## config.mk

```make
export PLATFORM = sky130hd
export DESIGN_NAME = wb_port_arbiter
export DESIGN_NICKNAME = d
export VERILOG_FILES = /design/src/rtl/wb_port_arbiter.sv
export SDC_FILE = /design/constraint.sdc
export NUM_CORES = 1
export LEC_CHECK = 0
export ABC_AREA = 1
export CAP_MARGIN = 40
export CORE_ASPECT_RATIO = 1.2
export CORE_MARGIN = 5
export CORE_UTILIZATION = 35
export DETAILED_ROUTE_END_ITERATION = 8
export PLACE_DENSITY = 0.61
export SYNTH_ARGS = -nofsm -noshare
export SYNTH_HDL_FRONTEND = slang
export SYNTH_SLANG_ARGS = --single-unit
```

## constraint.sdc

```tcl
create_clock -name clk -period 6.6 [get_ports clk]
set_input_delay 0.66 -clock clk [delete_from_list [all_inputs] [get_ports clk]]
set_output_delay 0.66 -clock clk [all_outputs]
set_load 0.05 [all_outputs]
```

## src/rtl/wb_port_arbiter.sv

```systemverilog
// Register-file write-port arbiter: pipeline writeback wins, long-latency results queue and drain into idle slots.
// Optional macro WB_ARB_PENDING_CHK_EN adds the chk_addr/chk_pending pending-register lookup.
module wb_port_arbiter #(
  parameter int DATA_W   = 32,
  parameter int ADDR_W   = 5,
  parameter int DEPTH    = 2,
  parameter int MAX_WAIT = 4
) (
  input  logic              clk,
  input  logic              rst,
  input  logic              pipe_write_en,
  input  logic [ADDR_W-1:0] pipe_write_addr,
  input  logic [DATA_W-1:0] pipe_write_data,
  input  logic              lu_valid,
  output logic              lu_ready,
  input  logic [ADDR_W-1:0] lu_addr,
  input  logic [DATA_W-1:0] lu_data,
  output logic              rf_write_en,
  output logic [ADDR_W-1:0] rf_write_addr,
  output logic [DATA_W-1:0] rf_write_data,
  output logic              stall_req,
`ifdef WB_ARB_PENDING_CHK_EN
  input  logic [ADDR_W-1:0] chk_addr,
  output logic              chk_pending,
`endif
  output logic              err_collision
);

  localparam int PTR_W = $clog2(DEPTH);
  localparam int CNT_W = $clog2(DEPTH + 1);
  localparam logic [CNT_W-1:0] DEPTH_C = CNT_W'(DEPTH);
  localparam logic [3:0]       MAX_C   = 4'(MAX_WAIT);

  logic [ADDR_W-1:0] r_mem_addr [DEPTH];
  logic [DATA_W-1:0] r_mem_data [DEPTH];
  logic [PTR_W-1:0]  r_wr_ptr;
  logic [PTR_W-1:0]  r_rd_ptr;
  logic [CNT_W-1:0]  r_count;
  logic [3:0]        r_wait_cnt;
  logic              r_lu_ready;
  logic              r_stall_req;
  logic              r_err_collision;
  logic              r_rf_write_en_p1;
  logic [ADDR_W-1:0] r_rf_write_addr_p1;
  logic [DATA_W-1:0] r_rf_write_data_p1;

  logic              w_fifo_ne;
  logic              w_accept;
  logic              w_push;
  logic              w_pop;
  logic [CNT_W-1:0]  w_count_next;
  logic [3:0]        w_wait_next;

  // Stage p0: grant decision; the pipeline always wins when it writes, so a pop only fills idle slots.
  assign w_fifo_ne = (r_count != '0);
  assign w_accept  = lu_valid && r_lu_ready;
  assign w_push    = w_accept && (lu_addr != '0);
  assign w_pop     = w_fifo_ne && !pipe_write_en;

  always_comb begin
    w_count_next = r_count;
    case ({w_push, w_pop})
      2'b10:   w_count_next = r_count + 1'b1;
      2'b01:   w_count_next = r_count - 1'b1;
      default: w_count_next = r_count;
    endcase
  end

  always_comb begin
    w_wait_next = r_wait_cnt;
    if (w_pop || !w_fifo_ne)
      w_wait_next = '0;
    else if (r_wait_cnt != MAX_C)
      w_wait_next = r_wait_cnt + 1'b1;
  end

  // FIFO storage carries no reset; validity is tracked by the pointers and count.
  always_ff @(posedge clk) begin
    if (w_push) begin
      r_mem_addr[r_wr_ptr] <= lu_addr;
      r_mem_data[r_wr_ptr] <= lu_data;
    end
  end

  always_ff @(posedge clk or negedge rst) begin
    if (!rst) begin
      r_wr_ptr        <= '0;
      r_rd_ptr        <= '0;
      r_count         <= '0;
      r_wait_cnt      <= '0;
      r_lu_ready      <= 1'b0;
      r_stall_req     <= 1'b0;
      r_err_collision <= 1'b0;
    end else begin
      if (w_push) r_wr_ptr <= r_wr_ptr + 1'b1;
      if (w_pop)  r_rd_ptr <= r_rd_ptr + 1'b1;
      r_count     <= w_count_next;
      r_wait_cnt  <= w_wait_next;
      r_lu_ready  <= (w_count_next < DEPTH_C);
      r_stall_req <= (w_wait_next == MAX_C);
      if (pipe_write_en && r_stall_req) r_err_collision <= 1'b1;
    end
  end

  // Stage p1: registered regfile write port; address/data hold when idle.
  always_ff @(posedge clk or negedge rst) begin
    if (!rst) begin
      r_rf_write_en_p1   <= 1'b0;
      r_rf_write_addr_p1 <= '0;
      r_rf_write_data_p1 <= '0;
    end else if (pipe_write_en) begin
      r_rf_write_en_p1   <= 1'b1;
      r_rf_write_addr_p1 <= pipe_write_addr;
      r_rf_write_data_p1 <= pipe_write_data;
    end else if (w_pop) begin
      r_rf_write_en_p1   <= 1'b1;
      r_rf_write_addr_p1 <= r_mem_addr[r_rd_ptr];
      r_rf_write_data_p1 <= r_mem_data[r_rd_ptr];
    end else begin
      r_rf_write_en_p1   <= 1'b0;
    end
  end

  assign lu_ready      = r_lu_ready;
  assign stall_req     = r_stall_req;
  assign err_collision = r_err_collision;
  assign rf_write_en   = r_rf_write_en_p1;
  assign rf_write_addr = r_rf_write_addr_p1;
  assign rf_write_data = r_rf_write_data_p1;

`ifdef WB_ARB_PENDING_CHK_EN
  logic [DEPTH-1:0] r_valid;

  always_ff @(posedge clk or negedge rst) begin
    if (!rst) begin
      r_valid <= '0;
    end else begin
      if (w_push) r_valid[r_wr_ptr] <= 1'b1;
      if (w_pop)  r_valid[r_rd_ptr] <= 1'b0;
    end
  end

  // Address 0 is never stored, so the chk_addr!=0 qualifier only matters for the live handshake.
  always_comb begin
    chk_pending = 1'b0;
    for (int i = 0; i < DEPTH; i++) begin
      if (r_valid[i] && (r_mem_addr[i] == chk_addr)) chk_pending = 1'b1;
    end
    if (w_accept && (lu_addr == chk_addr)) chk_pending = 1'b1;
    if (chk_addr == '0) chk_pending = 1'b0;
  end
`endif

endmodule

```

==> reports/summary.log, run 1 <==
INFO  synthesis      muxShareOfSynthArea=0%
INFO  floorplanning  floorplan.initialDensity=35.5%
INFO  clock_tree     cts.root.buffer_cell=clkbuf_16
INFO  critical_path  cp_capture_type=register
INFO  cells_and_area seqCellArea=3450um^2
INFO  cells_and_area fin_area=6750um^2
INFO  clock_tree     clkLatencyLatePin=0.41ns
INFO  synthesis      synth_compound_area_share=8.85%
INFO  clock_tree     numCtsBuffers=17
INFO  grt            gr-total-overflow=0
INFO  timing         period_utilization_post_route=36.2%
INFO  critical_path  worst-path-max-fanout=41
INFO  timing         fmax=418MHz
INFO  drt            route.detailed.wl_per_inst=16.4um
INFO  drt            drt-initial-drc-count=129
INFO  synthesis      synth-xor-area-share=0.540%
INFO  grt            global_route.usage.total=15.0%
INFO  cells_and_area post_route_cells_drive_above_1_share=11.3%
INFO  synthesis      yosys_register_bits=123
INFO  timing         report.final.slew_viol_count=0
INFO  critical_path  timing.critical_path.slowest_cell_delay=0.66ns
INFO  clock_tree     clock-sinks=123
INFO  drt            post_drt_via_cell_ratio=4.73
INFO  clock_tree     cts_hold_repair.buffers=0
INFO  timing         rsz0062_at_grt=false
INFO  outcome        run_status=complete, no violations
INFO  synthesis      syn-instance-count=422
INFO  synthesis      synthSimpleGateAreaFrac=15.4%
INFO  cells_and_area multi_input_combinational_cell_area=1250um^2
INFO  drt            post_detailed_route_drc_marker_count=0
INFO  timing         final_period_minus_worst_setup_slack=2.39ns
INFO  clock_tree     cts_setup_buffers=0
INFO  pwr            power-per-cell-area=456nW/um^2
INFO  critical_path  worst_ep_arrival_time=2.66ns
INFO  timing         timing_worst_slew_pin_value=0.865ns
INFO  cells_and_area area_growth=38.8%
INFO  synthesis      net_count_after_synthesis=503
INFO  drt            antenna_violating_nets_post_route=0
INFO  synthesis      avgSynthCellArea=11.5um^2
INFO  critical_path  worst_setup_path_start_kind=input pin
INFO  floorplanning  placementRows=47
INFO  placed_design  buffer_ports.inserted=118
INFO  clock_tree     worst_setup_hold_path_clk_slew=0.05ns
INFO  critical_path  r2r-end=rf_write_addr[1]
INFO  grt            grt_max_degree=50
INFO  clock_tree     cts_tree=done
INFO  critical_path  r2r_setup_slack=4.72ns
INFO  grt            number_of_antenna_violations_at_the_first_check_in_global_routing=0
INFO  floorplanning  dieWidth=118um
INFO  clock_tree     clock_tree.buffer_depth=2
INFO  critical_path  path_common_cell=inv_2
INFO  timing         tns=0ns
INFO  pwr            vdd_ir_drop_max=0.000165V
INFO  critical_path  timing.critical_path.required=6.86ns
INFO  placed_design  postPlaceCellArea=6210um^2
INFO  critical_path  worstPathCellList=buf_2 -> inv_2 -> nand2_2 -> inv_2 -> nand2_1 -> o211ai_1
INFO  synthesis      synth.distinct_cells=25
INFO  critical_path  worstPathBufferInverterCount=3
INFO  timing         timing.clock.skew=0.00753ns
INFO  critical_path  critPathTopFamily=buffers and inverters
INFO  drt            drt_first_pass_iters=5
INFO  clock_tree     ctsResizeCount=0
INFO  floorplanning  die_y=139um
INFO  drt            vias=3,448
INFO  placed_design  place.detailed.hpwl=8100um
INFO  grt            first_global_vias=3,569
INFO  pwr            p_leak=2.64nW
INFO  critical_path  critical-path-slowest-cell=buf_2
INFO  floorplanning  die_area=16,400um^2
INFO  cells_and_area number_of_fill_cells_in_the_layout=1,231
INFO  floorplanning  core-area=13,700um^2
INFO  min_path       holdCritPathClass=input pin to async pin
INFO  synthesis      synth_top_family_by_area=simple AND/OR/NAND/NOR gates
INFO  timing         slew-limit-headroom=42.3%
INFO  run            drv_cap=0
INFO  critical_path  rr_worst_depth=5
INFO  drt            drt_wl_total=11,900um
INFO  timing         total_of_endpoints_with_negative_setup_slack_in_the_final_report=0
INFO  placed_design  gp_congestion=0.738
INFO  synthesis      synth_fa_ha_area_share=0.772%
INFO  synthesis      seq_area_frac_synth=70.9%
INFO  cells_and_area antenna_diodes=0
INFO  synthesis      synthesized_area=4860um^2
INFO  grt            grt_pass1_wl=19,200um
INFO  critical_path  r2r-start=r_count[0]
INFO  timing         hold_violations=0
INFO  synthesis      yosysWarnings=0
INFO  floorplanning  io-pin-count=119
INFO  critical_path  path_class=input pin to register
INFO  cells_and_area fin_nets=626
INFO  clock_tree     htree_levels=4
[flip-flops by register name, indices dropped and copies added, names as in the netlist, named ones only]
signal and cells:
r_wr_ptr 1, stall_req 1, r_mem_addr 10, rf_write_data 32, rf_write_addr 5, r_count 1, r_mem_data 64, r_rd_ptr 1
lu_ready 1, rf_write_en 1, err_collision 1, r_wait_cnt 4
[where the power goes]
group          internal, W  switching, W
clock             0.000532      0.000307
combinational     0.000367      0.000746
sequential         0.00103     0.0000950
total              0.00193       0.00115
[cell usage after synthesis]
cell | number | area, um^2
nand2_2 | 1 | 6.26
nand2_1 | 125 | 469
nand3_1 | 7 | 35.0
edfxtp_1 | 74 | 2220
inv_2 | 4 | 15.0
buf_6 | 2 | 22.5
nor2_2 | 1 | 6.26
o211ai_1 | 19 | 143
nor3_1 | 1 | 5.00
a21oi_1 | 2 | 10.0
xor2_1 | 2 | 17.5
or2_2 | 20 | 125
nand4_1 | 1 | 6.26
o21ai_0 | 35 | 175
nor2_4 | 1 | 11.3
o21ai_1 | 19 | 95.1
xnor2_1 | 1 | 8.76
buf_2 | 10 | 50.1
ha_1 | 3 | 37.5
buf_4 | 1 | 7.51
nor2_1 | 23 | 86.3
clkbuf_1 | 5 | 18.8
inv_1 | 15 | 56.3
a21o_1 | 1 | 7.51
dfrtp_1 | 49 | 1230
[metal layers]
layer	up-vias	share of wire (%)	GRT usage, %
met5	-	0	0
met4	0	2.7	7.43
met3	21	4.1	4.04
met2	92	51	24.5
met1	1652	42	18.3
li1	1683	-	-
[cells by family (layout without fill, tap and decap cells)]
| logic type | count (synthesis) | after routing |
|---|---|---|
| compound gates | 76 | 76 |
| buf+inv | 37 | 173 |
| xor+xnor | 3 | 3 |
| fa+ha+maj | 3 | 3 |
| simple gates | 180 | 180 |
| flops | 123 | 123 |
[metrics by stage]
step | utilization (%) | setup slack, ns | total power (W) | hold WS (ns) | instances
finish | 49.3 | 4.21 | 0.00308 | 0.365 | 729
floorplan | - | 3.71 | 0.00186 | 0.364 | 422
global placement | 45.0 | 3.76 | 0.00223 | 0.444 | 695
CTS | 49.3 | 4.23 | 0.00311 | 0.381 | 729
global route | 49.3 | 4.04 | 0.00325 | 0.423 | 729
detailed placement | 45.3 | 3.80 | 0.00226 | 0.473 | 697
[worst max-delay path by stage]
stage                  start          endpoint  slack [ns]  cells after the start
2_1_floorplan     lu_addr[3]  r_mem_addr[1][0]        3.71                      4
4_1_cts        pipe_write_en  rf_write_addr[1]        4.23                      6
3_5_place_dp   pipe_write_en  rf_write_addr[1]        3.80                      6
3_3_place_gp      lu_addr[2]  r_mem_data[1][1]        3.76                      5
6_report       pipe_write_en  rf_write_addr[1]        4.21                      6
5_1_grt        pipe_write_en  rf_write_addr[1]        4.04                      6
[placed cells by master, fill, tap and decap left out]
cell	instances
nand2_1	125
clkdlybuf4s50_1	116
edfxtp_1	74
dfrtp_1	49
o21ai_0	35
nor2_1	22
or2_2	20
o21ai_1	19
o211ai_1	19
clkbuf_16	17
inv_1	14
nand3_1	7
clkinv_2	7
inv_2	5
clkbuf_1	4
ha_1	3
nor2_4	2
a21oi_1	2
xor2_1	2
clkbuf_8	2
buf_2	2
buf_12	2
buf_4	2
nor3_1	1
nor2_2	1
nand4_1	1
nand2_2	1
a21o_1	1
xnor2_1	1
bufinv_16	1
clkinvlp_4	1
[final cells by class]
class | instances | share of cell area, %
clock buffer | 23 | 6.93
multi-input combinational | 262 | 18.5
timing repair buffer | 122 | 18.2
tap | 171 | 3.17
clock inverter | 9 | 1.07
inverter | 19 | 1.06
sequential | 123 | 51.1
Power figures use the tool's default switching activity.
==> run 2: changes to the inputs <==
==> constraint.sdc (replaced) <==
create_clock -name clk -period 2.3 [get_ports clk]
set_input_delay 0.23 -clock clk [delete_from_list [all_inputs] [get_ports clk]]
set_output_delay 0.23 -clock clk [all_outputs]
set_load 0.05 [all_outputs]
==> run 2 against run 1 <==
  * Worst setup slack worse by 3.8 ns
  * Via count increased by 0.75%
  * Core utilization up 1.1 points
==> reports/summary.log, run 2 (synthesis results as in run 1) <==
INFO  critical_path  worst_setup_path_startpoint=lu_addr[3]
INFO  placed_design  gp_congestion=0.761 [+3.2%]
INFO  cells_and_area number_of_fill_cells_in_the_layout=1,225 [-0.49%]
INFO  grt            global_route.usage.total=14.6% [-0.37 points]
INFO  critical_path  critPathTopFamily=simple AND/OR/NAND/NOR gates
INFO  placed_design  buffer_ports.inserted=118 [unchanged]
INFO  cells_and_area antenna_diodes=0 [unchanged]
INFO  timing         report.final.slew_viol_count=0 [unchanged]
INFO  floorplanning  io-pin-count=119 [unchanged]
INFO  drt            post_drt_via_cell_ratio=4.73 [about the same]
INFO  timing         period_utilization_post_route=83.6%
INFO  floorplanning  floorplan.initialDensity=35.5% [unchanged]
INFO  min_path       whs_endpoint=r_rd_ptr
INFO  critical_path  worst_ep_arrival_time=2.21ns [-0.45 ns]
INFO  placed_design  postPlaceCellArea=6260um^2 [+0.73%]
INFO  pwr            p_leak=2.71nW [+2.7%]
INFO  drt            drt_first_pass_iters=4 [-1]
INFO  min_path       hold_path_startpoint=pipe_write_en
INFO  critical_path  worstPathCellList=clkdlybuf4s50_1 -> nor3_1 -> nand2_1 -> nand3_1 -> buf_4 -> ha_1 -> a21oi_1 -> nand2_1 -> xor2_1 -> inv_1
INFO  cells_and_area top_library_cells_by_usage_in_the_layout_fill_and_taps_aside=nand2_1, clkdlybuf4s50_1, edfxtp_1
INFO  grt            grt_pass1_wl=18,700um [-2.5%]
INFO  drt            post_detailed_route_drc_marker_count=0 [unchanged]
INFO  cells_and_area largest_register_ff_count=64 [unchanged]
INFO  critical_path  timing.critical_path.slowest_cell_delay=0.43ns [-0.23 ns]
INFO  drt            drt-initial-drc-count=146 [+13%]
INFO  grt            gr-total-overflow=0 [unchanged]
INFO  clock_tree     htree_levels=4 [unchanged]
INFO  timing         final_period_minus_worst_setup_slack=1.92ns
INFO  placed_design  place.detailed.hpwl=8170um [+0.81%]
INFO  timing         timing_worst_slew_pin_value=0.822ns [-0.0436 ns]
INFO  timing         tns=0ns [unchanged]
INFO  cells_and_area area_growth=41.9%
INFO  critical_path  cp_capture_type=register
INFO  timing         hold-worst-slack=0.211ns [-0.154 ns]
INFO  timing         setup_slack=0.377ns [-3.83 ns]
INFO  cells_and_area fin_nets=632 [+0.96%]
INFO  timing         rsz0062_at_grt=false
INFO  grt            first_global_vias=3,643 [+2.1%]
INFO  pwr            power-per-cell-area=1340nW/um^2 [+200%]
INFO  critical_path  r2r-start=r_count[0]
INFO  drt            route.detailed.wl_per_inst=15.9um [-3.0%]
INFO  outcome        run_status=complete, no violations
INFO  drt            vias=3,474 [+0.75%]
INFO  critical_path  path_class=input pin to register
INFO  clock_tree     clkLatencyLatePin=0.40ns [about the same]
INFO  critical_path  r2r-end=rf_write_data[3]
INFO  grt            number_of_antenna_violations_at_the_first_check_in_global_routing=0 [unchanged]
INFO  critical_path  path_common_cell=nand2_1
INFO  timing         fmax=520MHz
INFO  cells_and_area final_common_cell=nand2_1
INFO  min_path       holdCritPathClass=input pin to register
INFO  floorplanning  die_y=139um [unchanged]
INFO  pwr            fin_total_pwr=0.00928W [+200%]
INFO  critical_path  timing.critical_path.required=2.58ns [-4.28 ns]
INFO  clock_tree     numCtsBuffers=17 [unchanged]
INFO  clock_tree     ctsResizeCount=0 [unchanged]
INFO  timing         total_of_endpoints_with_negative_setup_slack_in_the_final_report=0 [unchanged]
INFO  clock_tree     clock_tree.buffer_depth=2 [unchanged]
INFO  clock_tree     worst_setup_hold_path_clk_slew=0.05ns [about the same]
INFO  critical_path  worst-path-max-fanout=3 [-93%]
INFO  cells_and_area fin_area=6900um^2 [+2.2%]
INFO  timing         timing.clock.skew=0.00661ns [-0.000921 ns]
INFO  timing         slew-limit-headroom=45.1% [+2.8 points]
INFO  placed_design  dp_slack=0.0209ns [-3.78 ns]
INFO  run            drv_cap=0 [unchanged]
INFO  critical_path  r2r_setup_slack=0.44ns [-4.28 ns]
INFO  clock_tree     cts.root.buffer_cell=clkbuf_16
INFO  timing         hold_violations=0 [unchanged]
INFO  cells_and_area post_route_cells_drive_above_1_share=11.7% [+0.41 points]
INFO  min_path       hold_critical_path_depth=3
INFO  cells_and_area regMostFlops=r_mem_data
INFO  floorplanning  die_area=16,400um^2 [unchanged]
INFO  pwr            vdd_ir_drop_max=0.000653V [+290%]
INFO  clock_tree     clock-sinks=123 [unchanged]
INFO  clock_tree     cts_tree=done
INFO  critical_path  critical-path-slowest-cell=clkdlybuf4s50_1
INFO  critical_path  worst_setup_path_start_kind=input pin
INFO  floorplanning  dieWidth=118um [unchanged]
INFO  drt            drt_wl_total=11,700um [-2.2%]
INFO  critical_path  rr_worst_depth=5 [unchanged]
INFO  grt            grt_max_degree=40 [-20%]
INFO  critical_path  worstPathBufferInverterCount=3 [unchanged]
INFO  floorplanning  core-area=13,700um^2 [unchanged]
INFO  floorplanning  placementRows=47 [unchanged]
INFO  drt            antenna_violating_nets_post_route=0 [unchanged]
run 2: cell types whose count changed in the layout (fill, tap and decap cells not counted), sizes merged:
cell | before | now
buf | 6 | 11
bufinv | 1 | 5
clkinv | 7 | 4
dlygate4sd3 | 0 | 1
clkinvlp | 1 | 0
run 2: through the flow:
stage / std cells / utilization [%]
after floorplan: 422 / -
after global placement: 701 / 45.5
after detailed placement: 702 / 45.7
after CTS: 735 / 50.4
after global routing: 735 / 50.4
final: 735 / 50.4
run 2: worst max-delay path by stage:
stage	endpoint	depth (start not counted)
floorplan	r_mem_addr[1][0]	2
global placement	r_mem_data[1][30]	5
detailed placement	lu_ready	10
CTS	lu_ready	10
global route	lu_ready	10
finish	lu_ready	10
run 2: timing repair:
action / in CTS / in global routing
endpoints found under the hold margin: 24 / 0
buffers inserted: 0 / 0
hold buffers: 1 / 0
run 2: where the power goes:
| group | total, W | switching, W | internal (W) |
|---|---|---|---|
| clock network | 0.00284 | 0.000876 | 0.00197 |
| registers | 0.00324 | 0.000275 | 0.00296 |
| logic | 0.00320 | 0.00213 | 0.00107 |
run 2: cell type report:
cell class | instances | area, um^2 | area share (%)
inverter | 19 | 71.3 | 1.03
sequential | 123 | 3450 | 50.0
tap | 171 | 214 | 3.10
clock inverter | 9 | 168 | 2.43
timing repair buffer | 128 | 1280 | 18.6
clock buffer | 23 | 468 | 6.78
multi-input combinational | 262 | 1250 | 18.1
run 2: worst register-to-register path, stage by stage, from the launching register on:
cell	delay [ns]
dfrtp_1	0.44
nor2_2	0.19
nand2_2	0.27
inv_2	0.62
nand2_1	0.13
o211ai_1	0.13
run 2: layer usage:
layer  GRT usage (%)  vias to the layer above  routed length (um)
met5               0                        -                   0
met3            3.92                       19                 372
li1                -                     1697                   -
met1            17.3                     1680                4850
met4            5.86                        0                 206
met2            25.3                       78                6240
